[src/rtl/pci_pkg.sv]
`default_nettype none
// ============================================================================
// Module : pci_pkg
// Brief  : Shared state encoding and C/BE# constants for the PCI master agent.
// Rev    : 1.0
// ============================================================================
package pci_pkg;

  typedef enum logic [2:0] {
    ST_IDLE = 3'd0,
    ST_REQ  = 3'd1,
    ST_ADDR = 3'd2,
    ST_DATA = 3'd3,
    ST_TURN = 3'd4
  } pci_state_e;

  localparam logic [3:0] C_MEM_READ  = 4'b0110;
  localparam logic [3:0] C_MEM_WRITE = 4'b0111;
  localparam logic [3:0] C_CBE_ALL   = 4'b0000;
  localparam logic [3:0] C_CBE_IDLE  = 4'b1111;

endpackage
`default_nettype wire

[src/rtl/pci_devsel_timer.sv]
`default_nettype none
// ============================================================================
// Module : pci_devsel_timer
// Brief  : Counts unclaimed data cycles; flags the cycle that reaches the limit.
// Rev    : 1.0
// ============================================================================
module pci_devsel_timer #(
  parameter int DEVSEL_TO = 4
) (
  input  logic clk,
  input  logic rst_n,
  input  logic clr,
  input  logic en,
  output logic timeout
);

  // Only values up to DEVSEL_TO-1 are ever stored; the final step is the timeout.
  localparam int C_CNT_W = (DEVSEL_TO < 2) ? 1 : $clog2(DEVSEL_TO);

  logic [C_CNT_W-1:0] r_cnt;

  always_ff @(posedge clk or negedge rst_n) begin
    if (!rst_n) begin
      r_cnt <= '0;
    end else if (clr) begin
      r_cnt <= '0;
    end else if (en) begin
      r_cnt <= r_cnt + 1'b1;
    end
  end

  assign timeout = en && (r_cnt == C_CNT_W'(DEVSEL_TO - 1));

endmodule
`default_nettype wire

[src/rtl/pci_master_agent.sv]
`default_nettype none
// ============================================================================
// Module : pci_master_agent
// Brief  : PCI-style initiator: request/grant, address phase, burst data, abort.
// Rev    : 1.0
// ============================================================================
module pci_master_agent
  import pci_pkg::*;
#(
  parameter int ADDR_W    = 32,
  parameter int LEN_W     = 4,
  parameter int DEVSEL_TO = 4
) (
  input  logic              clk,
  input  logic              rst_n,
  input  logic              cmd_valid,
  output logic              cmd_ready,
  input  logic              cmd_write,
  input  logic [ADDR_W-1:0] cmd_addr,
  input  logic [LEN_W-1:0]  cmd_len,
  input  logic [ADDR_W-1:0] wdata,
  output logic              wdata_ack,
  output logic [ADDR_W-1:0] rdata,
  output logic              rdata_valid,
  output logic              done,
  output logic              err,
  output logic              req_o,
  input  logic              gnt_i,
  input  logic              frame_n_i,
  input  logic              irdy_n_i,
  input  logic              trdy_n_i,
  input  logic              devsel_n_i,
  output logic              frame_n_o,
  output logic              irdy_n_o,
  output logic [ADDR_W-1:0] ad_o,
  input  logic [ADDR_W-1:0] ad_i,
  output logic [3:0]        cbe_n_o,
  output logic              ad_oe,
  output logic              ctl_oe
);

  pci_state_e        r_state;
  pci_state_e        w_state_nxt;
  logic              r_write;
  logic [ADDR_W-1:0] r_addr;
  logic [LEN_W-1:0]  r_remaining;
  logic              r_claimed;
  logic              r_abort;
  logic              r_err;
  logic [ADDR_W-1:0] r_rdata;
  logic              r_rdata_valid;
  logic              w_beat;
  logic              w_last;
  logic              w_timeout;
  logic              w_tmr_en;

  assign w_last   = (r_remaining == LEN_W'(1));
  assign w_beat   = (r_state == ST_DATA) && !r_abort && !trdy_n_i && !devsel_n_i;
  // Once any target has claimed the cycle, wait states are unbounded.
  assign w_tmr_en = (r_state == ST_DATA) && !r_claimed && !r_abort && devsel_n_i;

  pci_devsel_timer #(
    .DEVSEL_TO (DEVSEL_TO)
  ) u_devsel_timer (
    .clk     (clk),
    .rst_n   (rst_n),
    .clr     (r_state == ST_ADDR),
    .en      (w_tmr_en),
    .timeout (w_timeout)
  );

  always_ff @(posedge clk or negedge rst_n) begin
    if (!rst_n) begin
      r_state <= ST_IDLE;
    end else begin
      r_state <= w_state_nxt;
    end
  end

  always_comb begin
    w_state_nxt = r_state;
    cmd_ready   = 1'b0;
    req_o       = 1'b0;
    frame_n_o   = 1'b1;
    irdy_n_o    = 1'b1;
    ad_oe       = 1'b0;
    ctl_oe      = 1'b0;
    ad_o        = '0;
    cbe_n_o     = C_CBE_IDLE;
    wdata_ack   = 1'b0;
    done        = 1'b0;
    err         = 1'b0;
    case (r_state)
      ST_IDLE: begin
        if (cmd_valid) begin
          cmd_ready   = 1'b1;
          w_state_nxt = ST_REQ;
        end
      end
      ST_REQ: begin
        req_o = 1'b1;
        if (gnt_i && frame_n_i && irdy_n_i) begin
          w_state_nxt = ST_ADDR;
        end
      end
      ST_ADDR: begin
        ctl_oe      = 1'b1;
        ad_oe       = 1'b1;
        frame_n_o   = 1'b0;
        ad_o        = r_addr;
        cbe_n_o     = r_write ? C_MEM_WRITE : C_MEM_READ;
        w_state_nxt = ST_DATA;
      end
      ST_DATA: begin
        ctl_oe    = 1'b1;
        irdy_n_o  = 1'b0;
        cbe_n_o   = C_CBE_ALL;
        // FRAME# rises on the final beat, or for the single abort-signalling cycle.
        frame_n_o = r_abort || w_last;
        if (r_write) begin
          ad_oe = 1'b1;
          ad_o  = wdata;
        end
        wdata_ack = w_beat && r_write;
        if (r_abort || (w_beat && w_last)) begin
          w_state_nxt = ST_TURN;
        end
      end
      ST_TURN: begin
        ctl_oe      = 1'b1;
        done        = 1'b1;
        err         = r_err;
        w_state_nxt = ST_IDLE;
      end
      default: begin
        w_state_nxt = ST_IDLE;
      end
    endcase
  end

  always_ff @(posedge clk or negedge rst_n) begin
    if (!rst_n) begin
      r_write       <= 1'b0;
      r_addr        <= '0;
      r_remaining   <= '0;
      r_claimed     <= 1'b0;
      r_abort       <= 1'b0;
      r_err         <= 1'b0;
      r_rdata       <= '0;
      r_rdata_valid <= 1'b0;
    end else begin
      r_rdata_valid <= w_beat && !r_write;
      if (w_beat && !r_write) begin
        r_rdata <= ad_i;
      end
      case (r_state)
        ST_IDLE: begin
          if (cmd_valid) begin
            r_write     <= cmd_write;
            r_addr      <= cmd_addr;
            r_remaining <= (cmd_len == '0) ? LEN_W'(1) : cmd_len;
            r_err       <= 1'b0;
          end
        end
        ST_ADDR: begin
          r_claimed <= 1'b0;
          r_abort   <= 1'b0;
        end
        ST_DATA: begin
          if (!devsel_n_i) begin
            r_claimed <= 1'b1;
          end
          if (w_timeout) begin
            r_abort <= 1'b1;
            r_err   <= 1'b1;
          end
          if (w_beat) begin
            r_remaining <= r_remaining - 1'b1;
          end
        end
        default: begin
        end
      endcase
    end
  end

  assign rdata       = r_rdata;
  assign rdata_valid = r_rdata_valid;

endmodule
`default_nettype wire

[config.mk]
export PLATFORM = sky130hd
export DESIGN_NAME = pci_master_agent
export DESIGN_NICKNAME = d
export VERILOG_FILES = /design/src/rtl/pci_pkg.sv /design/src/rtl/pci_devsel_timer.sv /design/src/rtl/pci_master_agent.sv
export SDC_FILE = /design/constraint.sdc
export NUM_CORES = 1
export LEC_CHECK = 0
export CAP_MARGIN = 20
export CORE_UTILIZATION = 50
export CTS_CLUSTER_SIZE = 24
export DETAILED_ROUTE_END_ITERATION = 10
export DONT_BUFFER_PORTS = 1
export GPL_TIMING_DRIVEN = 0
export PLACE_DENSITY = 0.64
export REMOVE_ABC_BUFFERS = 1
export SLEW_MARGIN = 20
export SYNTH_ARGS = -nofsm -noshare
export SYNTH_HDL_FRONTEND = slang
export SYNTH_SLANG_ARGS = --single-unit
[constraint.sdc]
create_clock -name clk -period 4.25 [get_ports clk]
set_input_delay 0 -clock clk [delete_from_list [all_inputs] [get_ports clk]]
set_output_delay 0 -clock clk [all_outputs]
set_load 0.03 [all_outputs]
==> results.py <==
metrics = {
    "outcome": {
        "outcome": "finished clean",
    },
    "routing": {
        "route.met3.wl_um": 624,
        "ant_nets": 0,
        "drc": 0,
        "dr.pass1.iters": 4,
        "postRouteWirelength_mm": 8.413,
        "num_vias": 2668,
        "routed_via_density": 5.379,
        "top_layer_used": "met4",
        "drt_iter0_drc": 137,
        "wl_met1_mm": 3.481,
        "route.met2.wl_mm": 4.187,
        "wl_per_cell_um": 16.96,
    },
    "power": {
        "leakage_nw": 2.093,
        "totalPowerFinal_w": 0.003563,
        "vdd_ir_drop_max_mv": 0.3951,
        "powerDensity_nw_per_um2": 780.6,
    },
    "timing": {
        "hold_viol_final": 0,
        "min_period_ps": 2872,
        "finalSetupTns_ps": 0,
        "fmax_ghz": 0.3482,
        "slew_headroom": 0.3009,
        "finClkSkew_ps": 10.81,
        "setup_viol": 0,
        "holdWs_ps": 39.00,
        "drv_slew": 0,
        "worst_slew_pin_slew_ps": 1046,
        "period_share": 0.6757,
        "rsz0062_at_grt": "no",
    },
    "logic_synthesis": {
        "synth_adder_area_share": 0.01052,
        "synth_seq_area_share": 0.5468,
        "syn_inst": 328,
        "yosys-top-cells-area": "dfrtp_1 (55%), nand2_1 (11%), mux2_2 (10%)",
        "syn_area_per_cell_um2": 10.88,
        "yosysTopAreaCell": "dfrtp_1",
        "synth_top_area_frac": 0.5468,
        "synth_area_um2": 3570,
        "synth_top_family_by_area": "simple AND/OR/NAND/NOR gates",
        "ys_ff_latch": 78,
        "synth_xor_area_frac": 0.002454,
        "ys_warn_count": 0,
        "synthMuxAreaShare": 0.1080,
        "synth-compound-area-share": 0.1188,
        "ys_types": 37,
        "synth-simple-area-share": 0.1651,
    },
    "critical_path": {
        "required_ps": 4530,
        "critPathBufInv": 2,
        "cp_max_fo": 36,
        "worstPathArrival_ps": 3160,
        "cp_cell_sequence": "or4b_4 > inv_2 > nor2_1 > o2bb2ai_1 > dlygate4sd3_1",
        "cp-start-kind": "register",
        "cp_slowest_stage_delay_ps": 810,
        "critical_path_class": "register to register",
        "path_delay_family": "buffers and inverters",
        "endpoint_kind": "register",
        "cp_slowest_cell": "or4b_4",
    },
    "worst_hold_path": {
        "holdCritPathClass": "primary input to register",
    },
    "clock_tree": {
        "cts_sinks": 78,
        "clock_latency_ps": 340,
        "cts.repair.resized": 0,
        "cts_inserted_buffers": 9,
        "cts_tree": "yes",
        "postCtsSetupBuffers": 0,
        "cts.clk_slew.worst_paths_ps": 90,
        "clock_path_buffers": 2,
        "cts_hold_buf": 76,
        "cts-root-buf": "clkbuf_8",
        "htreeDepth": 3,
    },
    "floorplan": {
        "dieArea_um2": 7481,
        "top_level_ports": 187,
        "dieWidth_um": 86.50,
        "start_util": 0.5225,
        "core_region_area_um2": 6832,
        "rows": 30,
        "die_h_um": 86.50,
    },
    "cells_and_area": {
        "diodes": 0,
        "area_delta_synth_final_pct": 27.87,
        "fin_nets": 507,
        "drive_gt1_frac": 0.1550,
    },
    "grt": {
        "grt_overflow": 0,
        "grt_max_degree": 79,
        "grt_use_total": 0.2292,
        "grt_pass1_vias": 2675,
        "antenna_found_initial": 0,
        "grt_first_pass_wirelength_mm": 12.94,
    },
    "placed_design": {
        "portBuffers": 0,
        "hpwl_mm": 4.977,
        "place_congestion": 0.7756,
    },
    "job": {
        "max_cap_viol_count": 0,
    },
}
[state kept, by name, summed over array words and instances (netlist names)]
signal,cells
r_err,1
rdata_valid,1
u_devsel_timer.r_cnt,2
rdata,32
r_write,1
r_addr,32
r_abort,1
r_claimed,1
r_state,3
r_remaining,4
[worst reg2reg max path: stages, from the launching register on]
cell and delay [ps]:
dfrtp_1 540, or4b_4 810, inv_2 640, nor2_1 130, o2bb2ai_1 150, dlygate4sd3_1 570
[synth_stat cells]
cell type,count
a211oi_1,1
a21oi_1,5
a22o_1,34
and2_1,3
buf_1,1
buf_2,3
buf_4,2
buf_6,8
clkbuf_1,7
dfrtp_1,78
ha_1,3
inv_1,5
inv_2,1
mux2_2,32
mux2_4,1
mux2i_1,1
nand2_1,101
nand2b_1,1
nand3b_1,1
nand3b_4,1
nand4_1,1
nor2_1,13
nor2_2,1
nor3_1,2
nor3b_1,4
nor4_2,1
nor4b_1,1
nor4b_2,1
o21ai_0,7
o21ai_2,1
o21bai_1,1
o22ai_1,1
o2bb2ai_1,1
o41ai_4,1
or2_2,1
or4b_4,1
xnor2_1,1
[per-layer routing]
layer | up-vias | global-route usage
met5 | - | 0
met4 | 0 | 0.09242
met3 | 11 | 0.06381
met1 | 1276 | 0.2895
li1 | 1259 | -
met2 | 122 | 0.3752
[stage by stage]
stage	worst slack [ps]	util	std cells	area (um2)
5_1_grt	1210	0.6681	496	4564
3_5_place_dp	1732	0.5211	404	3560
6_report	1378	0.6681	496	4564
3_3_place_gp	1270	0.5181	403	3540
2_1_floorplan	1816	-	307	3420
4_1_cts	1357	0.6681	496	4564
[final timing paths]
check                                             from                                   to  slack, ps  cells after the start
max in group asynchronous                        rst_n                rdata[29]$_DFFE_PN0P_       3730                      2
worst max register to register  r_state[0]$_DFFE_PN0P_           r_remaining[2]$_DFFE_PN0P_       1380                      5
worst min register to register  r_addr[13]$_DFFE_PN0P_               r_addr[13]$_DFFE_PN0P_        480                      2
worst min-delay path                        devsel_n_i  u_devsel_timer.r_cnt[0]$_DFFE_PN0P_         40                      3
worst max-delay path            r_state[0]$_DFFE_PN0P_           r_remaining[2]$_DFFE_PN0P_       1380                      5
min in group asynchronous                        rst_n               r_addr[30]$_DFFE_PN0P_        230                      2
[final cells by class]
type	count	area, um2
Fill cell	541	2267
Sequential cell	78	1952
Multi-Input combinational cell	223	1454
Timing Repair Buffer	77	789.5
Clock buffer	9	123.9
Tap cell	96	120.1
Clock inverter	7	102.6
Inverter	6	22.52
[kinds of logic after synthesis]
group,after synthesis
AOI/OAI and AO/OA,52
xor gates and xnor gates,1
adders and majority gates,3
buffers and inverters,27
DFF,78
muxes,34
and+or+nand+nor,133
[cell usage in the layout, fill, tap and decap left out, types with 2 or more instances in the layout]
cell type      synthesis  routed
mux2_2                32      32
clkbuf_8               0       9
inv_1                  5       5
o21ai_0                7       7
dfrtp_1               78      78
nor2_1                13      12
dlygate4sd3_1          0      75
nor3b_1                4       4
nor3_1                 2       2
inv_6                  0       4
nand2_1              101     101
a21oi_1                5       5
and2_1                 3       2
bufinv_16              0       2
a22o_1                34      34
ha_1                   3       3
[where the power goes]
part / internal, W / switching, W / leakage, nW / total, W
registers: 0.00108 / 0.000570 / 0.957 / 0.00165
clock network: 0.000339 / 0.000286 / 0.111 / 0.000625
logic: 0.000468 / 0.000820 / 1.03 / 0.00129
Note: power is estimated with default switching activity, not from simulation.
